--- config.mk ---
export PLATFORM = sky130hd
export DESIGN_NAME = button_debounce_multi
export DESIGN_NICKNAME = d
export VERILOG_FILES = /design/src/rtl/button_debounce_multi.sv
export SDC_FILE = /design/constraint.sdc
export NUM_CORES = 1
export LEC_CHECK = 0
export ABC_AREA = 1
export BUFFER_PORTS_ARGS = -buffer_cell sky130_fd_sc_hd__buf_2
export CAP_MARGIN = 20
export CORE_ASPECT_RATIO = 1.5
export CORE_UTILIZATION = 55
export DETAILED_ROUTE_END_ITERATION = 10
export GPL_ROUTABILITY_DRIVEN = 1
export PLACE_DENSITY = 0.71
export SYNTH_ARGS = -nofsm -noshare
export SYNTH_HDL_FRONTEND = slang
export SYNTH_SLANG_ARGS = --single-unit
--- constraint.sdc ---
create_clock -name clk -period 4.97 [get_ports clk]
set_input_delay 0.497 -clock clk [delete_from_list [all_inputs] [get_ports clk]]
set_output_delay 0.497 -clock clk [all_outputs]
set_load 0.03 [all_outputs]
--- src/rtl/button_debounce_multi.sv ---
// Multi-channel push-button debouncer with press, release and long-press pulses.
// Each channel: polarity fix, synchronizer, stable-time filter, hold-time FSM.
module button_debounce_multi #(
  parameter int unsigned         CHANNELS     = 4,
  parameter int unsigned         CLK_FREQ     = 10_000_000,
  parameter int unsigned         DEBOUNCE_HZ  = 100,
  parameter int unsigned         LONGPRESS_HZ = 1,
  parameter int unsigned         SYNC_STAGES  = 2,
  parameter logic [CHANNELS-1:0] ACTIVE_LOW   = '0
) (
  input  logic                clk,
  input  logic                rst_n,
  input  logic [CHANNELS-1:0] btn_in,
  output logic [CHANNELS-1:0] btn_level,
  output logic [CHANNELS-1:0] btn_press,
  output logic [CHANNELS-1:0] btn_release,
  output logic [CHANNELS-1:0] btn_long
);

  localparam int unsigned DB_CYCLES   = CLK_FREQ / DEBOUNCE_HZ;
  localparam int unsigned LONG_CYCLES = CLK_FREQ / LONGPRESS_HZ;
  localparam int unsigned DB_W        = $clog2(DB_CYCLES + 1);
  localparam int unsigned HOLD_W      = $clog2(LONG_CYCLES);

  localparam logic [DB_W-1:0]   DB_LAST   = DB_W'(DB_CYCLES - 1);
  localparam logic [HOLD_W-1:0] HOLD_LAST = HOLD_W'(LONG_CYCLES - 1);

  localparam logic [1:0] ST_IDLE    = 2'd0;
  localparam logic [1:0] ST_PRESSED = 2'd1;
  localparam logic [1:0] ST_HELD    = 2'd2;

  // Normalise polarity so 1 always means pressed; idle active-low pins read 0.
  logic [CHANNELS-1:0] pin_c;
  assign pin_c = btn_in ^ ACTIVE_LOW;

  for (genvar i = 0; i < CHANNELS; i++) begin : g_ch
    logic [SYNC_STAGES-1:0] sync_q;
    logic [DB_W-1:0]        db_cnt_q;
    logic                   level_q;
    logic                   press_q;
    logic                   release_q;
    logic                   long_q;
    logic [1:0]             state_q;
    logic [1:0]             state_d;
    logic [HOLD_W-1:0]      hold_q;
    logic [HOLD_W-1:0]      hold_d;
    logic                   long_d;
    logic                   s_c;
    logic                   flip_c;
    logic                   rise_c;
    logic                   fall_c;

    assign s_c    = sync_q[SYNC_STAGES-1];
    assign flip_c = (s_c != level_q) && (db_cnt_q == DB_LAST);
    assign rise_c = flip_c & ~level_q;
    assign fall_c = flip_c & level_q;

    // Metastability synchronizer; the last stage feeds the filter.
    always_ff @(posedge clk or negedge rst_n) begin
      if (!rst_n) begin
        sync_q <= '0;
      end else begin
        sync_q <= {sync_q[SYNC_STAGES-2:0], pin_c[i]};
      end
    end

    // Stable-time filter: level flips only after DB_CYCLES consecutive mismatches.
    always_ff @(posedge clk or negedge rst_n) begin
      if (!rst_n) begin
        db_cnt_q  <= '0;
        level_q   <= 1'b0;
        press_q   <= 1'b0;
        release_q <= 1'b0;
      end else begin
        press_q   <= rise_c;
        release_q <= fall_c;
        if (s_c != level_q) begin
          if (db_cnt_q == DB_LAST) begin
            level_q  <= ~level_q;
            db_cnt_q <= '0;
          end else begin
            db_cnt_q <= db_cnt_q + DB_W'(1);
          end
        end else begin
          db_cnt_q <= '0;
        end
      end
    end

    // Hold-time FSM state register.
    always_ff @(posedge clk or negedge rst_n) begin
      if (!rst_n) begin
        state_q <= ST_IDLE;
        hold_q  <= '0;
        long_q  <= 1'b0;
      end else begin
        state_q <= state_d;
        hold_q  <= hold_d;
        long_q  <= long_d;
      end
    end

    // Next-state logic: one long pulse per press, release always wins.
    always_comb begin
      state_d = state_q;
      hold_d  = hold_q;
      long_d  = 1'b0;
      case (state_q)
        ST_IDLE: begin
          if (rise_c) begin
            state_d = ST_PRESSED;
            hold_d  = '0;
          end
        end
        ST_PRESSED: begin
          if (fall_c) begin
            state_d = ST_IDLE;
            hold_d  = '0;
          end else if (hold_q == HOLD_LAST) begin
            state_d = ST_HELD;
            long_d  = 1'b1;
          end else begin
            hold_d = hold_q + HOLD_W'(1);
          end
        end
        ST_HELD: begin
          if (fall_c) begin
            state_d = ST_IDLE;
            hold_d  = '0;
          end
        end
        default: begin
          state_d = ST_IDLE;
          hold_d  = '0;
        end
      endcase
    end

    assign btn_level[i]   = level_q;
    assign btn_press[i]   = press_q;
    assign btn_release[i] = release_q;
    assign btn_long[i]    = long_q;
  end

endmodule
# After elaboration in Yosys (flattened, before gate mapping)
# Cells that the tools add are included.
totals:
  out_inout_bits: 16
  input_bits: 6
  ff_bits: 196
classes:
  reduce_logical: 20
  muxes: 60
  bitwise: 12
  addsub: 8
  eq_ne: 36
op_table:
  columns: ["operator", "count"]
  rows:
  - ["$mux 24", 16]
  - ["$pmux 24 s3", 4]
  - ["$mux 17", 8]
  - ["$add 24x1->24 const B", 4]
  - ["$eq 24x24->1 const B", 4]
  - ["$add 17x1->17 const B", 4]
  - ["$eq 17x17->1 const B", 4]
  - ["$mux 2", 16]
  - ["$ne 3x3->1 const B", 8]
  - ["$pmux 2 s3", 4]
  - ["$reduce_and 3->1", 8]
  - ["$ne 2x2->1 const B", 8]
  - ["$mux 1", 12]
  - ["$and 1x1->1", 8]
  - ["$eq 2x1->1 const B", 4]
  - ["$eq 2x2->1 const B", 4]
  - ["$logic_not 2->1", 4]
  - ["$reduce_and 2->1", 4]
  - ["$logic_and 1x1->1", 4]
  - ["$ne 1x1->1", 4]
  - ["$not 1->1", 4]

# Logic depth before layout (Yosys ltp)
depth:
  depth_word: 5
  depth_mapped: 12
  depth_no_buf: 12

# Least setup slack after synthesis
# OpenSTA, ideal clock, no wires.
synth_timing:
  path_kind: "reg2reg"
  start: "register g_ch[3].db_cnt_q[0]"
  end: "register g_ch[3].hold_q[7]"
  stages_incl_launch_ff: 10
  period_less_slack_ns: 1.674
  n_path_buf: 1
  setup_ns: 0.065
  setup_slack_ns: 3.296
  required_time_ns: 4.905
  arrival_ns: 1.609
  path_cell_list: "dfrtp_1 -> ha_1 -> nand3_1 -> inv_1 -> nand4_1 -> nand2_1 -> nor2_1 -> buf_2 -> o21ai_0 -> nand2_1"
synth_between:
  elab_chain_cells: 5
synth_lines:
  columns: ["item", "line_no", "text"]
  rows:
  - ["from (decl)", "38", "logic [DB_W-1:0] db_cnt_q;"]
  - ["from (signal assigned)", "82", "db_cnt_q <= db_cnt_q + DB_W'(1);"]
  - ["$eq 17x17->1 *", "54", "assign flip_c = (s_c != level_q) && (db_cnt_q == DB_LAST);"]
  - ["$logic_and 1x1->1 *", "54", null]
  - ["$and 1x1->1, on equally long branches", "56, 55", null]
  - ["$ne 3x3->1 (no line) (tied with other cells)", null, null]
  - ["$reduce_and 3->1 (no line) or $pmux 24 s3 (tied branches)", null, null]
  - ["to (signal assigned)", "98", "hold_q <= hold_d;"]
  - ["to (decl)", "45", "logic [HOLD_W-1:0] hold_q;"]
# Mark *: on every way between the ends. The rest lies on a longest branch, timed or not.
# A chain may end at the register's enable or synchronous reset.

# Worst setup path in the final report
# Ends and elaborated chain as after synthesis.

==> summary.txt <==
wire length per cell -> 13.1 µm
critical path data arrival time -> 2.67 ns
Synth area leader -> dfrtp_1
via/cell ratio -> 5.26
overall power -> 0.00300 W
register area share after synthesis -> 0.426
initial DRC count -> 593
Hold WC Path Type -> input pin to flop
Crit Path Max Fanout -> 12
Post-Syn Nets -> 1,638
n_diodes -> 0
Area Overhead vs Synth -> 6.65%
Leak -> 5.96 nW
Clk pin slew, worst setup/hold paths -> 0.08 ns
WHS Endpoint -> g_ch[0].sync_q[0]$_DFF_PN0_
Crit Reg-Reg Endpoint -> g_ch[3].hold_q[7]$_DFFE_PN0P_
CTS H-tree lvls -> 4
Max Root-Sink Buffers -> 2
final instance area -> 0.0123 mm²
most used cell, CP -> nand2_1
Cells after Synth -> 1,624
placed cell areas -> 0.0117 mm²
routed vias -> 10.0k
cts hold-fix bufs -> 0
CTS tree -> done
critical path, cell by cell -> ha_1 -> nand3_1 -> inv_1 -> nand4_1 -> nand2_1 -> nor2_1 -> o21ai_0 -> nand2_1
worst rel slew slack -> 0.364
nets@finish -> 1,647
Num Clock Sinks -> 196
largest net degree at the start of global routing -> 122
CTS root buf -> clkbuf_16
post-route ant nets -> 0
grt ovf -> 0
Max Cap Viol -> 0
Fin Hold WS -> 0.153 ns
Crit-path slowest cell -> nor2_1
core region area -> 0.0204 mm²
total track usage -> 0.250
IO Count -> 22
Setup Fix Bufs, Post-CTS -> 0
Worst Setup SP -> g_ch[3].db_cnt_q[0]$_DFF_PN0_
critical path's largest stage delay -> 0.70 ns
Area contributors post-synth -> dfrtp_1 43%, nand2_1 16%, nor2_1 8.0%
vias in the first global route -> 9,668
number of synthesized flops with an enable pin -> 0
RSZ-0062 raised after global routing -> false
setup TNS -> 0 ns
clk_skew -> 0.0118 ns
fraction of layout cells with a size suffix above 1 -> 0.0693
Hold Startpoint -> btn_in[0]
Synth Flop Type -> dfrtp_1
Final Max Slew Viols -> 0
R2R depth -> 8
RR Startpoint -> g_ch[3].db_cnt_q[0]$_DFF_PN0_
# setup viols final -> 0
Yosys warnings -> 0
Die Y-Extent -> 179 µm
first-pass GRT wire length -> 43,400 µm
crit path capture type -> flop
CTS buffer count -> 17
area share of the largest cell type after synthesis -> 0.426
power density over cell area -> 244 mW/mm²
Least-Margin Pin Slew -> 0.950 ns
full die area -> 0.0215 mm²
std cell rows -> 64
initial antenna violation count -> 0
synthesized area -> 0.0115 mm²
hold depth -> 1
# port buffers -> 21
critical path startpoint category -> flop
Initial Util -> 0.564
worst vdd ir -> 245 µV
shortest period the worst path allows -> 2.29 ns
#FFs+latches synth -> 196
Clock Latency Late Sink -> 0.45 ns
status -> finished clean
Syn Area/Cell -> 7.09 µm²
Netlist cell types -> 40
PostCTS Resize Cnt -> 0
Final Cycle Share -> 0.461
GP Congestion -> 0.896
Post-synth ARST share -> 1.00
post-DP HPWL -> 18,300 µm
TritonRoute pass-1 iters -> 8
WL final -> 25,000 µm
endpoints failing hold -> 0
FF-to-FF setup slack -> 2.68 ns
worst path required time -> 5.35 ns
fmax -> 436 MHz
crit path kind -> flop to flop
DRC -> 0
die width -> 120 µm
-- stage by stage --
stage | util | worst slack [ns] | std cells
after global routing | 0.601 | 2.44 | 1910
after floorplan | - | 3.30 | 1624
final | 0.601 | 2.68 | 1910
after detailed placement | 0.574 | 2.65 | 1878
after CTS | 0.601 | 2.62 | 1910
after global placement | 0.574 | 2.68 | 1878
-- per-layer routing --
layer | vias up | global-route usage | part of all wire
met5 | - | 0 | 0
met4 | 0 | 0.0984 | 0.023
met3 | 45 | 0.0363 | 0.026
met2 | 174 | 0.467 | 0.52
met1 | 4653 | 0.284 | 0.43
li1 | 5172 | - | -
-- synthesized netlist by cell type (3+ instances only) --
master	n
nand2_1	500
nor2_1	246
dfrtp_1	196
inv_1	191
nand3_1	153
nor3_1	48
nand4_1	44
xor2_1	34
o21ai_0	28
a21oi_1	18
buf_4	16
nor2_2	12
nor4_1	12
nor3b_1	11
inv_2	10
or2_2	9
buf_2	8
buf_6	8
ha_1	8
nand2_2	8
xnor2_1	7
a211oi_1	6
o21a_1	6
nand3b_1	5
o211ai_1	5
o21bai_1	5
nand3_2	4
nor2_4	4
a21o_1	3
nand4_2	3
nor3_2	3
-- registers in the layout, summed over array words and instances, names as in the netlist --
name            flops
g_ch.hold_q        96
g_ch.db_cnt_q      68
g_ch.state_q        8
g_ch.sync_q         8
g_ch.level_q        4
g_ch.long_q         4
g_ch.press_q        4
g_ch.release_q      4
-- placed cells by master, fill, tap and decap left out, types with 6 or more instances in the layout --
cell | Yosys | routed
inv_1 | 191 | 191
nor3b_1 | 11 | 11
nor2_1 | 246 | 246
buf_2 | 8 | 20
ha_1 | 8 | 8
xor2_1 | 34 | 34
nor2_2 | 12 | 12
a211oi_1 | 6 | 6
nand2_1 | 500 | 500
xnor2_1 | 7 | 7
o21ai_0 | 28 | 28
nor3_1 | 48 | 48
nand4_1 | 44 | 44
nand3_1 | 153 | 153
clkbuf_16 | 0 | 17
nor4_1 | 12 | 12
dfrtp_1 | 196 | 196
o21a_1 | 6 | 6
nand2_2 | 8 | 8
a21oi_1 | 18 | 18
or2_2 | 9 | 9
inv_2 | 10 | 10
inv_6 | 0 | 6
-- worst max-delay path: cells and delay by family (launching register included) --
family                   cells  cell delay (ns)
buffers and inverters        1             0.11
AO/OA/AOI/OAI                1             0.20
adder cells (fa/ha/maj)      1             0.23
flip-flops                   1             0.40
AND/OR/NAND/NOR              5             1.29
-- worst max-delay path by stage --
stage | endpoint | slack (ns) | cells past startpoint
after floorplan | g_ch[3].hold_q[7]$_DFFE_PN0P_ | 3.30 | 9
after global placement | g_ch[3].hold_q[7]$_DFFE_PN0P_ | 2.68 | 8
after detailed placement | g_ch[3].hold_q[7]$_DFFE_PN0P_ | 2.65 | 8
after CTS | g_ch[3].hold_q[7]$_DFFE_PN0P_ | 2.62 | 8
after global routing | g_ch[3].hold_q[7]$_DFFE_PN0P_ | 2.44 | 8
final | g_ch[3].hold_q[7]$_DFFE_PN0P_ | 2.68 | 8
-- power by group --
part	switching, W	internal, W	total (W)
clock	0.000663	0.000663	0.00133
combinational	0.0000500	0.0000124	0.0000624
sequential	0.00000766	0.00160	0.00161
-- cell families (layout without fill, tap and decap cells) --
kind of cell               Yosys count  in the layout  synth area share
AOI/OAI and AO/OA                   77             77            0.0401
xor gates and xnor gates            41             41            0.0312
buffers and inverters              235            257            0.0880
and+or+nand+nor                   1067           1067             0.406
DFF                                196            196             0.426
adders and majority gates            8              8           0.00869
-- area by class of cell --
type                    count  area (µm²)
repair buffers             23         129
fillers                  1916        8140
clock buffers              17         425
clock inverters            15         136
inverters                 202         758
flip-flops and latches    196        4900
multi-input cells        1193        5600
well taps                 264         330
No activity file was read; power rests on OpenSTA's default activity.
